## src/rtl/uart_rx_fifo_pkg.sv

```systemverilog
// uart_pkg: shared definitions for the UART receive FIFO.
// Holds the default byte width and helpers giving the stored entry width
// and the bit positions of the parity and stop error tags inside an entry.
// Entry layout: {stp_err, par_err, P_DATA}.
package uart_pkg;

    localparam int DATA_WIDTH_DEF = 8;

    function automatic int entry_width(input int data_width);
        return data_width + 2;
    endfunction

    function automatic int par_bit(input int data_width);
        return data_width;
    endfunction

    function automatic int stp_bit(input int data_width);
        return data_width + 1;
    endfunction

endpackage

```

## src/rtl/uart_rx_fifo_if.sv

```systemverilog
// uart_rx_fifo_if: byte stream from UART_RX into the FIFO and the
// first-word-fall-through read handshake out of it.
//   P_DATA, data_valid, par_err, stp_err : write side (from UART_RX)
//   rd_ready                             : consumer accepts head entry
//   rd_valid, rd_data, rd_par_err/stp_err: head entry presented by FIFO
// master = producer/consumer side, slave = FIFO side.
interface uart_rx_fifo_if
    import uart_pkg::*;
#(
    parameter int DATA_WIDTH = DATA_WIDTH_DEF
);
    logic [DATA_WIDTH-1:0] P_DATA;
    logic                  data_valid;
    logic                  par_err;
    logic                  stp_err;
    logic                  rd_ready;
    logic                  rd_valid;
    logic [DATA_WIDTH-1:0] rd_data;
    logic                  rd_par_err;
    logic                  rd_stp_err;

    modport master (
        output P_DATA, data_valid, par_err, stp_err, rd_ready,
        input  rd_valid, rd_data, rd_par_err, rd_stp_err
    );

    modport slave (
        input  P_DATA, data_valid, par_err, stp_err, rd_ready,
        output rd_valid, rd_data, rd_par_err, rd_stp_err
    );
endinterface

```

## src/rtl/uart_rx_fifo_mem.sv

```systemverilog
// fifo_mem: DEPTH x WIDTH register array for the UART receive FIFO.
// One synchronous write port, one asynchronous read port, no reset.
//   clk   : clock
//   we    : write enable
//   waddr : write address, wdata : write data
//   raddr : read address,  rdata : read data (combinational)
module fifo_mem #(
    parameter int DEPTH = 8,
    parameter int WIDTH = 10
) (
    input  logic                     clk,
    input  logic                     we,
    input  logic [$clog2(DEPTH)-1:0] waddr,
    input  logic [WIDTH-1:0]         wdata,
    input  logic [$clog2(DEPTH)-1:0] raddr,
    output logic [WIDTH-1:0]         rdata
);
    logic [WIDTH-1:0] mem [DEPTH];

    always_ff @(posedge clk) begin
        if (we) begin
            mem[waddr] <= wdata;
        end
    end

    assign rdata = mem[raddr];
endmodule

```

## src/rtl/uart_rx_fifo.sv

```systemverilog
// uart_rx_fifo: first-word-fall-through FIFO behind a UART receiver.
// Stores each byte with its parity/stop error tags, flags dropped writes
// (sticky overflow) and keeps saturating tallies of errored frames.
//   clk, rst     : clock, asynchronous active-low reset
//   bus          : write stream and read handshake (uart_rx_fifo_if.slave)
//   stat_clr     : synchronous clear of overflow and error tallies
//   count        : occupancy; full / empty : occupancy flags
//   overflow     : sticky, a write was dropped
//   par_err_cnt, stp_err_cnt : saturating error tallies
module uart_rx_fifo
    import uart_pkg::*;
#(
    parameter int DEPTH      = 8,
    parameter int DATA_WIDTH = DATA_WIDTH_DEF
) (
    input  logic                   clk,
    input  logic                   rst,
    uart_rx_fifo_if.slave          bus,
    input  logic                   stat_clr,
    output logic [$clog2(DEPTH):0] count,
    output logic                   full,
    output logic                   empty,
    output logic                   overflow,
    output logic [7:0]             par_err_cnt,
    output logic [7:0]             stp_err_cnt
);
    localparam int AW = $clog2(DEPTH);
    localparam int EW = entry_width(DATA_WIDTH);
    localparam int PB = par_bit(DATA_WIDTH);
    localparam int SB = stp_bit(DATA_WIDTH);

    // One extra pointer bit distinguishes full from empty.
    logic [AW:0]   wr_ptr;
    logic [AW:0]   rd_ptr;
    logic [EW-1:0] wr_entry;
    logic [EW-1:0] rd_entry;
    logic          do_rd;
    logic          do_wr;
    logic          drop;

    assign empty = (wr_ptr == rd_ptr);
    assign full  = (wr_ptr[AW] != rd_ptr[AW]) && (wr_ptr[AW-1:0] == rd_ptr[AW-1:0]);
    assign count = wr_ptr - rd_ptr;

    // A read frees a slot in the same cycle, so a full FIFO can still accept.
    assign do_rd = !empty && bus.rd_ready;
    assign do_wr = bus.data_valid && (!full || do_rd);
    assign drop  = bus.data_valid && full && !do_rd;

    assign wr_entry = {bus.stp_err, bus.par_err, bus.P_DATA};

    always_ff @(posedge clk or negedge rst) begin
        if (!rst) begin
            wr_ptr <= '0;
            rd_ptr <= '0;
        end else begin
            if (do_wr) wr_ptr <= wr_ptr + 1'b1;
            if (do_rd) rd_ptr <= rd_ptr + 1'b1;
        end
    end

    always_ff @(posedge clk or negedge rst) begin
        if (!rst) begin
            overflow    <= 1'b0;
            par_err_cnt <= 8'd0;
            stp_err_cnt <= 8'd0;
        end else if (stat_clr) begin
            overflow    <= 1'b0;
            par_err_cnt <= 8'd0;
            stp_err_cnt <= 8'd0;
        end else begin
            if (drop) overflow <= 1'b1;
            if (do_wr && bus.par_err && (par_err_cnt != 8'hFF))
                par_err_cnt <= par_err_cnt + 8'd1;
            if (do_wr && bus.stp_err && (stp_err_cnt != 8'hFF))
                stp_err_cnt <= stp_err_cnt + 8'd1;
        end
    end

    fifo_mem #(
        .DEPTH (DEPTH),
        .WIDTH (EW)
    ) u_mem (
        .clk   (clk),
        .we    (do_wr),
        .waddr (wr_ptr[AW-1:0]),
        .wdata (wr_entry),
        .raddr (rd_ptr[AW-1:0]),
        .rdata (rd_entry)
    );

    assign bus.rd_valid   = !empty;
    assign bus.rd_data    = rd_entry[DATA_WIDTH-1:0];
    assign bus.rd_par_err = rd_entry[PB];
    assign bus.rd_stp_err = rd_entry[SB];
endmodule

```

## src/flat_wrapper.sv

```systemverilog
// flat-port wrapper written by rule: the top's interface ports become plain ports
module uart_rx_fifo_flat import uart_pkg::*;
#(
    parameter int DEPTH      = 8,
    parameter int DATA_WIDTH = DATA_WIDTH_DEF
)
  (clk, rst, stat_clr, count, full, empty, overflow, par_err_cnt, stp_err_cnt, bus_P_DATA, bus_data_valid, bus_par_err, bus_stp_err, bus_rd_ready, bus_rd_valid, bus_rd_data, bus_rd_par_err, bus_rd_stp_err);
  uart_rx_fifo_if #(.DATA_WIDTH(DATA_WIDTH)) bus_i ();
  input  logic clk;
  input  logic rst;
  input  logic stat_clr;
  output logic [$clog2(DEPTH):0] count;
  output logic full;
  output logic empty;
  output logic overflow;
  output logic [7:0] par_err_cnt;
  output logic [7:0] stp_err_cnt;
  input wire logic [$bits(bus_i.P_DATA)-1:0] bus_P_DATA;
  input wire logic [$bits(bus_i.data_valid)-1:0] bus_data_valid;
  input wire logic [$bits(bus_i.par_err)-1:0] bus_par_err;
  input wire logic [$bits(bus_i.stp_err)-1:0] bus_stp_err;
  input wire logic [$bits(bus_i.rd_ready)-1:0] bus_rd_ready;
  output wire logic [$bits(bus_i.rd_valid)-1:0] bus_rd_valid;
  output wire logic [$bits(bus_i.rd_data)-1:0] bus_rd_data;
  output wire logic [$bits(bus_i.rd_par_err)-1:0] bus_rd_par_err;
  output wire logic [$bits(bus_i.rd_stp_err)-1:0] bus_rd_stp_err;
  assign bus_i.P_DATA = bus_P_DATA;
  assign bus_i.data_valid = bus_data_valid;
  assign bus_i.par_err = bus_par_err;
  assign bus_i.stp_err = bus_stp_err;
  assign bus_i.rd_ready = bus_rd_ready;
  assign bus_rd_valid = bus_i.rd_valid;
  assign bus_rd_data = bus_i.rd_data;
  assign bus_rd_par_err = bus_i.rd_par_err;
  assign bus_rd_stp_err = bus_i.rd_stp_err;
  uart_rx_fifo #(.DEPTH(DEPTH), .DATA_WIDTH(DATA_WIDTH)) u_core (.clk(clk), .rst(rst), .bus(bus_i), .stat_clr(stat_clr), .count(count), .full(full), .empty(empty), .overflow(overflow), .par_err_cnt(par_err_cnt), .stp_err_cnt(stp_err_cnt));
endmodule
```

## config.mk

```make
export PLATFORM = sky130hd
export DESIGN_NAME = uart_rx_fifo_flat
export DESIGN_NICKNAME = d
export VERILOG_FILES = /design/src/rtl/uart_rx_fifo_pkg.sv /design/src/rtl/uart_rx_fifo_if.sv /design/src/rtl/uart_rx_fifo_mem.sv /design/src/rtl/uart_rx_fifo.sv /design/src/flat_wrapper.sv
export SDC_FILE = /design/constraint.sdc
export NUM_CORES = 1
export LEC_CHECK = 0
export CAP_MARGIN = 20
export CORE_MARGIN = 5
export CORE_UTILIZATION = 51
export DETAILED_ROUTE_END_ITERATION = 8
export HOLD_SLACK_MARGIN = 0.05
export PLACE_DENSITY = 0.79
export RECOVER_POWER = 50
export SYNTH_ARGS = -nofsm -noshare
export SYNTH_HDL_FRONTEND = slang
export SYNTH_HIERARCHICAL = 1
export SYNTH_SLANG_ARGS = --single-unit
export TNS_END_PERCENT = 10
```

## constraint.sdc

```tcl
create_clock -name clk -period 2.77 [get_ports clk]
set_clock_uncertainty 0.05 [all_clocks]
set_input_delay 0.554 -clock clk [delete_from_list [all_inputs] [get_ports clk]]
set_output_delay 0.554 -clock clk [all_outputs]
set_load 0.02 [all_outputs]
```

==> results of run 1 <==
## cell usage in the layout (no fill, tap or decap), types with 4 or more instances in the layout
cell type        count
o31ai_1              7
nor2b_1              4
nand3_1              6
inv_1               10
xnor2_1              8
a21oi_1             11
ha_1                 7
nand2b_1             7
clkdlybuf4s50_1     15
mux4_1              20
dfrtp_1             23
clkbuf_8             9
mux2_2              15
buf_4               17
dlygate4sd2_1        5
clkbuf_2             8
nand4_1              7
nor2_1              16
dlygate4sd3_1       17
nand2_1             12
or4_1                7
edfxtp_1            80
## per-layer routing
metal | part of all wire, % | up-vias
met5 | 0 | -
met4 | 0.65 | 0
met3 | 3.9 | 6
met2 | 49 | 63
met1 | 46 | 1350
li1 | - | 1257
## layout make-up
type / instances / share of cell area [%]
Multi-Input combinational cell: 153 / 26.77
Clock buffer: 9 / 2.252
Clock inverter: 7 / 1.547
Inverter: 10 / 0.6824
Sequential cell: 105 / 55.10
Timing Repair Buffer: 70 / 11.19
Tap cell: 108 / 2.457
## where the power goes
| group | internal (mW) | leakage (nW) | switching (mW) |
|---|---|---|---|
| Clock | 0.439 | 0.106 | 0.550 |
| Combinational | 0.991 | 0.876 | 1.12 |
| Sequential | 1.95 | 1.05 | 0.120 |
| Total | 3.38 | 2.04 | 1.79 |
## flip-flops by register name (all words and copies together), names as in the netlist
register	cells
u_core/rd_ptr	4
u_core/u_mem/mem	80
u_core/overflow	1
u_core/wr_ptr	4
u_core/stp_err_cnt	8
u_core/par_err_cnt	8
## worst min-delay path: stages, from the launching register on
cell	delay, ns
dfrtp_1	0.35
a21oi_1	0.04
nor2_1	0.08
## cells by family after synthesis
family | share of synthesized area (%)
flip-flops | 65.73
AND/OR/NAND/NOR | 8.772
multiplexers | 15.51
AO/OA/AOI/OAI | 3.585
buffers and inverters | 2.200
XOR/XNOR | 1.874
adder cells (fa/ha/maj) | 2.336
## per-stage QoR
stage | setup slack (ns) | cell area (um^2) | power, mW | instances | hold WS [ns]
2_1_floorplan | 0.1160 | 4607 | 3.492 | 278 | 0.2084
3_3_place_gp | 0.2121 | 5349 | 4.388 | 446 | 0.4364
3_5_place_dp | 0.1675 | 5349 | 4.438 | 446 | 0.4470
4_1_cts | -0.01067 | 5543 | 5.272 | 462 | 0.4756
5_1_grt | -0.06115 | 5500 | 5.467 | 462 | 0.5098
6_report | 0.02709 | 5500 | 5.168 | 462 | 0.4650
## repair_timing
item | 4_1_cts | 5_1_grt
endpoints found under the setup margin | 15 | 12
resized for setup | 18 | 18
gates cloned | 0 | 0
## worst max path at each step
stage	slack [ns]	cells past startpoint	end
2_1_floorplan	0.12	8	u_core/u_mem/mem[0][0]
3_3_place_gp	0.21	4	bus_rd_data[6]
3_5_place_dp	0.17	4	bus_rd_par_err
4_1_cts	-0.01	4	bus_rd_data[2]
5_1_grt	-0.06	4	bus_rd_data[7]
6_report	0.03	4	bus_rd_data[7]
==> reports/results.ini, run 1 <==
[yosys]
yosysUniqueCellTypes = 34
synth-main-ff-cell = edfxtp_1
syn-cell-area_um2 = 4607
ys_warn_count = 6
syn_nets = 301
synth_seq_area_share_pct = 65.73
synthTopCellsByCount = edfxtp_1 (80), dfrtp_1 (25), mux4_1 (20), nor2_1 (16), mux2_2 (15)
ys_ff_latch = 105
avgSynthCellArea_um2 = 16.57
synth-edff-count = 80
synth.top_cells.by_area = edfxtp_1 (52%), dfrtp_1 (14%), mux4_1 (11%), mux2_2 (3.7%), ha_1 (1.9%)
async_flop_share_pct = 23.81
synth_most_common_cell = edfxtp_1
synth_area_leader_cell = edfxtp_1
synth_top_area_share_pct = 52.15
syn_inst = 278

[worst_setup_path]
crit_path_max_fanout = 20
r2r_slack_ns = 0.44
critPathBufInv = 2
cp.required_ns = 2.17
r2r-end = u_core/u_mem/mem[3][1]
timing.rr.start = u_core/rd_ptr[0]
worstSetupStartpointType = flop
path_cells = buf_12 > mux4_1 > mux2_2 > dlygate4sd2_1
cp_top_family = multiplexers
crit_path_top_delay_cell = mux4_1
reg2reg_depth = 8
max_stage_delay_ns = 0.58
worst_setup_path_end_kind = output port
arrival_ns = 2.14
critPathKind = reg2out
critPathLaunch = u_core/rd_ptr[0]

[status]
outcome = completed

[route]
vias_per_cell = 5.792
detail-route-antenna-nets = 0
drtIter0Drc = 85
drcViolationCount = 0
wl_mm = 8.491
wl_per_cell_um = 18.38
firstDrtPassIters = 4
vias = 2676

[grt]
grt_start_max_net_pins = 26
use_met1_pct = 22.02
grt_usage_pct = 15.85
grt.met2_usage_pct = 25.09
antenna_found_initial = 0
busiest_layer = met2
gr-total-overflow = 0
grt_pass1_wl_mm = 13.81
met3_usage_pct = 3.329
grt_pass1_vias = 2780

[clock_tree]
cts_max_path_buffers = 2
insertion_delay_ns = 0.36
tritoncts = done
cts_sinks = 105
path_clk_slew_ns = 0.10
cts_setup_buffers = 0
cts_buffers = 9
h-tree-depth = 3
cts_root_buf = clkbuf_8
hold_buffers = 0

[placement]
io_buffers = 48
dp_hpwl_mm = 5.540
gp_congestion = 0.7854

[job]
max-cap-violations = 0

[floorplanning]
die-area_um2 = 11030
die_y_um = 105.0
die_w_um = 105.0
initial_core_util_pct = 52.57
io-pin-count = 49
rows = 34
core_um2 = 8763

[hold_path]
hold_end = u_core/overflow
hold_path_depth = 2
hp-class = reg2reg
min-delay-start = u_core/overflow

[power_and_ir_drop]
power.leakage_nw = 2.037
p_per_area_nw_per_um2 = 939.6
irDropWorstVdd_mv = 0.9829

[layout]
diodes = 0
fin_nets = 372
post-route-util_pct = 62.76
area_growth_pct = 19.39
drive_gt1_share_pct = 17.23
seqCellArea_um2 = 3030
fillers = 674
multi_input_area_um2 = 1473

[timing]
final.setup.tns_ns = 0
fin_crit_sh_pct = 99.02
worst_slew_pin_slew_ns = 1.426
rsz0062_at_grt = true
relSlewSlack_pct = 4.940
final-hold-violation-count = 0
timing.final.crit_period_ns = 2.743
clock.fmax_mhz = 364.6
final_max_slew_viol_count = 0
setup_viol = 0

(Power assumes the default switching activity.)
==> run 2: changes to the inputs <==
clock period = 2.3 ns   (was 2.77 ns; I/O delays follow)
==> reports/results.ini, run 2 (same netlist as run 1, synthesis figures left out) <==
[floorplanning]
die_w_um = 105.0  ; unchanged
die-area_um2 = 11030  ; unchanged
io-pin-count = 49  ; unchanged
rows = 34  ; unchanged
initial_core_util_pct = 52.57  ; unchanged
die_y_um = 105.0  ; unchanged
core_um2 = 8763  ; unchanged

[layout]
final_common_cell = edfxtp_1  ; unchanged
drive_gt1_share_pct = 29.27  ; was 17.23%
fin_nets = 387  ; was 372
layout_common_cells = edfxtp_1 (80), buf_4 (30), dfrtp_1 (24), clkdlybuf4s50_1 (20), nor2_1 (16)  ; was edfxtp_1 (80), dfrtp_1 (23), mux4_1 (20), dlygate4sd3_1 (17), buf_4 (17)
fin_cells = 477  ; was 462
largest_reg_flops = 80  ; unchanged
top_regs = u_core/u_mem/mem: 80 flops, u_core/par_err_cnt: 8 flops, u_core/stp_err_cnt: 8 flops  ; unchanged
area_growth_pct = 24.12  ; was 19.39%
design_area_um2 = 5718  ; was 5500 um^2
diodes = 0  ; unchanged
top_register = u_core/u_mem/mem  ; unchanged

[power_and_ir_drop]
pwr-share-seq_pct = 36.3  ; was 40.1%
sw_frac_of_total_pct = 33.82  ; was 34.59%
irDropWorstVdd_mv = 1.152  ; was 0.9829 mV
switching_power_mw = 2.312  ; was 1.788 mW
combinationalPowerShare_pct = 48.8  ; was 40.8%
p_clk_share_pct = 14.9  ; was 19.1%
p_per_area_nw_per_um2 = 1196  ; was 939.6 nW/um^2
power.internal_mw = 4.524  ; was 3.381 mW
power.leakage_nw = 2.085  ; was 2.037 nW

[clock_tree]
insertion_delay_ns = 0.36  ; about the same
h-tree-depth = 3  ; unchanged
tritoncts = done  ; unchanged
hold_buffers = 0  ; unchanged
cts_sinks = 105  ; unchanged
cts_max_path_buffers = 2  ; unchanged
path_clk_slew_ns = 0.10  ; about the same
cts_root_buf = clkbuf_8  ; unchanged
cts_buffers = 9  ; unchanged

[worst_setup_path]
worst_setup_path_end_kind = output port  ; unchanged
crit_path_top_delay_cell = mux4_1  ; unchanged
critPathKind = reg2out  ; unchanged
arrival_ns = 2.03  ; was 2.14 ns
r2r-end = u_core/stp_err_cnt[5]  ; was u_core/u_mem/mem[3][1]
worstSetupStartpointType = flop  ; unchanged
r2r_slack_ns = 0.06  ; was 0.44 ns
critPathLaunch = u_core/rd_ptr[0]  ; unchanged
reg2reg_depth = 8  ; unchanged
cp.required_ns = 1.79  ; was 2.17 ns
crit_path_max_fanout = 5  ; was 20
max_stage_delay_ns = 0.54  ; was 0.58 ns
timing.rr.start = u_core/rd_ptr[0]  ; unchanged
setup.worst_path.end = bus_rd_stp_err  ; was bus_rd_data[7]
path_cells = buf_12 > clkbuf_16 > mux4_1 > mux2_2 > buf_2  ; was buf_12 > mux4_1 > mux2_2 > dlygate4sd2_1

[grt]
grt_pass1_wl_mm = 14.41  ; was 13.81 mm
grt_start_max_net_pins = 26  ; unchanged
grt_usage_pct = 16.64  ; was 15.85%
grt_pass1_vias = 2822  ; was 2780
gr-total-overflow = 0  ; unchanged
antenna_found_initial = 0  ; unchanged

[route]
detail-route-antenna-nets = 0  ; unchanged
drtIter0Drc = 105  ; was 85
vias = 2713  ; was 2676
drcViolationCount = 0  ; unchanged
vias_per_cell = 5.688  ; was 5.792
wl_mm = 9.087  ; was 8.491 mm
wl_per_cell_um = 19.05  ; was 18.38 um
firstDrtPassIters = 4  ; unchanged

[timing]
setup_viol = 12  ; was 0
fin_hold_ws_ns = 0.4678  ; was 0.4650 ns
fin_crit_sh_pct = 110.6
timing.final.crit_period_ns = 2.543
clock.fmax_mhz = 393.2
final_max_slew_viol_count = 0  ; unchanged
worst_slew_pin_slew_ns = 1.383  ; was 1.426 ns
final.setup.tns_ns = -2.237  ; was 0 ns
worst_slack_ns = -0.2430  ; was 0.02709 ns
rsz0062_at_grt = true  ; unchanged
final-hold-violation-count = 0  ; unchanged
relSlewSlack_pct = 7.769  ; was 4.940%

[placement]
gp_congestion = 0.7771  ; was 0.7854
place_area_um2 = 5419  ; was 5349 um^2
dp_hpwl_mm = 5.840  ; was 5.540 mm
io_buffers = 48  ; unchanged
dpl.cell_count = 454  ; was 446

[job]
max-cap-violations = 0  ; unchanged

[hold_path]
hp-class = reg2reg  ; unchanged

[status]
outcome = complete, but fails checks  ; was completed
violations = setup timing

-- run 2: cell types whose count changed in the layout (fill, tap and decap cells not counted), sizes merged, moves of 4 or more --
cell / before / now
buf: 19 / 49
dlygate4sd3: 17 / 11
dlygate4sd2: 5 / 1
clkbuf: 20 / 13
clkdlybuf4s50: 15 / 20
-- run 2: final cells by class --
cell class | instances | area, um^2
tap | 108 | 135.1
multi-input combinational | 153 | 1495
timing repair buffer | 85 | 843.3
clock buffer | 9 | 123.9
fill | 662 | 3045
inverter | 10 | 37.54
sequential | 105 | 3029
clock inverter | 7 | 53.80
-- run 2: worst max-delay path, delay by kind of cell, from the launching register on --
family	cells	cell delay (ns)
multiplexers	2	0.82
flip-flops	1	0.44
buffers and inverters	3	0.43
-- run 2: metal layers --
layer | vias up | GRT usage [%] | routed length [um]
met5 | - | 0 | 0
met4 | 0 | 4.384 | 60
met3 | 7 | 4.069 | 543
met2 | 84 | 27.47 | 4615
met1 | 1358 | 22.26 | 3867
li1 | 1264 | - | -
-- run 2: worst min-delay path by stage --
stage,start,end,slack [ns],cells after the start
after floorplan,rst,u_core/overflow,0.11,0
final,u_core/overflow,u_core/overflow,0.47,2
after global placement,u_core/overflow,u_core/overflow,0.44,2
after detailed placement,u_core/overflow,u_core/overflow,0.44,2
after global routing,u_core/rd_ptr[3],u_core/rd_ptr[3],0.49,1
after CTS,rst,u_core/stp_err_cnt[0],0.42,2
-- run 2: power groups by stage --
stage          Clock (mW)  Sequential (mW)  Combinational, mW
6_report             1.02             2.48               3.33
5_1_grt              1.14             2.51               3.60
4_1_cts              1.05             2.48               2.94
3_5_place_dp            0             2.51               2.93
3_3_place_gp            0             2.49               2.88
2_1_floorplan           0             2.53               1.69
-- run 2: through the flow --
stage	total power, mW	util [%]	setup WS, ns
2_1_floorplan	4.214	-	-0.1233
3_3_place_gp	5.371	61.84	-0.1595
3_5_place_dp	5.440	61.84	-0.2188
4_1_cts	6.468	64.23	-0.2526
5_1_grt	7.246	65.25	-0.3086
6_report	6.836	65.25	-0.2430
-- run 2: what timing repair did --
action	CTS	global route
gates resized for setup	74	47
cloned	2	1
setup buffers	2	2
setup endpoints to repair	55	97
pin swaps	0	3
==> run 3: changes to the inputs <==
CTS_CLUSTER_SIZE = 16   (was unset)
PLACE_DENSITY = unset   (was 0.79)
PLACE_DENSITY_LB_ADDON = 0.08   (was unset)
==> reports/results.ini, run 3 (same netlist as run 1, synthesis figures left out) <==
[status]
outcome = complete, but fails checks  ; unchanged
violations = setup timing  ; unchanged

[placement]
gp_congestion = 0.7673  ; was 0.7771
io_buffers = 48  ; unchanged
place_area_um2 = 5454  ; was 5419 um^2
dp_hpwl_mm = 5.635  ; was 5.840 mm

[timing]
final-hold-violation-count = 0  ; unchanged
worst_slew_pin_slew_ns = 1.426  ; was 1.383 ns
fin_crit_sh_pct = 106.5  ; was 110.6%
fin_hold_ws_ns = 0.4666  ; was 0.4678 ns
final.setup.tns_ns = -1.330  ; was -2.237 ns
rsz0062_at_grt = true  ; unchanged
worst_slack_ns = -0.1490  ; was -0.2430 ns
setup_viol = 13  ; was 12
final_max_slew_viol_count = 0  ; unchanged
relSlewSlack_pct = 4.916  ; was 7.769%
clock.fmax_mhz = 408.3  ; was 393.2 MHz
timing.final.crit_period_ns = 2.449  ; was 2.543 ns

[power_and_ir_drop]
power.leakage_nw = 2.067  ; was 2.085 nW
fin_total_pwr_mw = 6.526  ; was 6.836 mW
irDropWorstVdd_mv = 0.9223  ; was 1.152 mV
p_per_area_nw_per_um2 = 1164  ; was 1196 nW/um^2

[clock_tree]
cts_sinks = 105  ; unchanged
cts_root_buf = clkbuf_8  ; unchanged
cts_buffers = 9  ; unchanged
tritoncts = done  ; unchanged
hold_buffers = 0  ; unchanged
path_clk_slew_ns = 0.09  ; was 0.10 ns
insertion_delay_ns = 0.36  ; about the same
h-tree-depth = 3  ; unchanged
cts_max_path_buffers = 2  ; unchanged

[worst_setup_path]
critPathKind = reg2out  ; unchanged
worst_setup_path_end_kind = output port  ; unchanged
arrival_ns = 1.94  ; was 2.03 ns
cp.required_ns = 1.79  ; about the same
worstSetupStartpointType = flop  ; unchanged
crit_path_max_fanout = 10  ; was 5

[route]
wl_per_cell_um = 18.19  ; was 19.05 um
firstDrtPassIters = 4  ; unchanged
vias_per_cell = 5.662  ; was 5.688
wl_mm = 8.620  ; was 9.087 mm
vias = 2684  ; was 2713
drtIter0Drc = 137  ; was 105
drcViolationCount = 0  ; unchanged
detail-route-antenna-nets = 0  ; unchanged

[layout]
largest_reg_flops = 80  ; unchanged
top_regs = u_core/u_mem/mem: 80 flops, u_core/par_err_cnt: 8 flops, u_core/stp_err_cnt: 8 flops  ; unchanged
final_common_cell = edfxtp_1  ; unchanged
drive_gt1_share_pct = 23.22  ; was 29.27%
design_area_um2 = 5607  ; was 5718 um^2
diodes = 0  ; unchanged
fillers = 661  ; was 662
area_growth_pct = 21.70  ; was 24.12%
top_register = u_core/u_mem/mem  ; unchanged
fin_nets = 384  ; was 387
layout_common_cells = edfxtp_1 (80), buf_4 (30), dfrtp_1 (24), clkdlybuf4s50_1 (17), nor2_1 (16)  ; was edfxtp_1 (80), buf_4 (30), dfrtp_1 (24), clkdlybuf4s50_1 (20), nor2_1 (16)

[floorplanning]
die_y_um = 105.0  ; unchanged
io-pin-count = 49  ; unchanged
rows = 34  ; unchanged
initial_core_util_pct = 52.57  ; unchanged
die_w_um = 105.0  ; unchanged
die-area_um2 = 11030  ; unchanged
core_um2 = 8763  ; unchanged

[grt]
grt_start_max_net_pins = 26  ; unchanged
gr-total-overflow = 0  ; unchanged
grt_pass1_wl_mm = 14.18  ; was 14.41 mm
grt_usage_pct = 16.36  ; was 16.64%
grt_pass1_vias = 2720  ; was 2822
antenna_found_initial = 0  ; unchanged

[job]
max-cap-violations = 0  ; unchanged

[hold_path]
hp-class = reg2reg  ; unchanged

-- run 3: cell types whose count changed in the layout (fill, tap and decap cells not counted), sizes merged --
| cell | change |
|---|---|
| clkbuf | +7 |
| buf | -5 |
| clkdlybuf4s50 | -3 |
| clkinv | -3 |
| dlygate4sd3 | +3 |
| bufinv | +2 |
| clkinvlp | -2 |
| inv | -2 |
-- run 3: metal layers --
| layer | global-route usage [%] | up-vias | share of wire (%) |
|---|---|---|---|
| met5 | 0 | - | 0 |
| met2 | 25.99 | 58 | 49 |
| li1 | - | 1271 | - |
| met3 | 4.377 | 8 | 3.8 |
| met4 | 4.384 | 0 | 0.92 |
| met1 | 22.52 | 1347 | 47 |
-- run 3: repair_timing --
item / CTS / global route
cloned: 1 / 0
pin swaps: 0 / 1
resized for setup: 70 / 16
endpoints found under the setup margin: 17 / 92
buffers inserted: 1 / 0
-- run 3: worst max-delay path: stages (launching register included) --
cell	delay, ns
dfrtp_2	0.43
buf_12	0.16
mux4_1	0.56
mux2_2	0.28
buf_2	0.16
-- run 3: final timing paths --
path | start | to | slack [ns] | depth (start not counted)
max | u_core/rd_ptr[0] | bus_rd_stp_err | -0.15 | 4
min | u_core/overflow | u_core/overflow | 0.47 | 2
max in group asynchronous | rst | u_core/rd_ptr[0] | 0.36 | 2
min in group asynchronous | rst | u_core/stp_err_cnt[0] | 0.89 | 2
min reg2reg | u_core/overflow | u_core/overflow | 0.47 | 2
max reg2reg | u_core/rd_ptr[0] | u_core/stp_err_cnt[5] | 0.02 | 7
-- run 3: cell type report --
cell class | instances | area [um^2] | area share [%]
Timing Repair Buffer | 82 | 704.4 | 12.56
Clock buffer | 14 | 173.9 | 3.102
Clock inverter | 2 | 60.06 | 1.071
Multi-Input combinational cell | 153 | 1466 | 26.15
Inverter | 10 | 37.54 | 0.6695
Sequential cell | 105 | 3029 | 54.03
Tap cell | 108 | 135.1 | 2.410
-- run 3: through the flow --
step           utilization [%]  setup WS (ns)  cells
5_1_grt                  63.98        -0.2325    474
3_3_place_gp             62.24        -0.1829    457
2_1_floorplan                -        -0.1233    278
4_1_cts                  64.75        -0.2309    475
3_5_place_dp             62.24        -0.1813    457
6_report                 63.98        -0.1490    474
-- run 3: power by group --
part	internal, mW	total, mW	switching (mW)
logic	1.36	2.77	1.41
registers	2.35	2.47	0.118
clock network	0.711	1.29	0.581
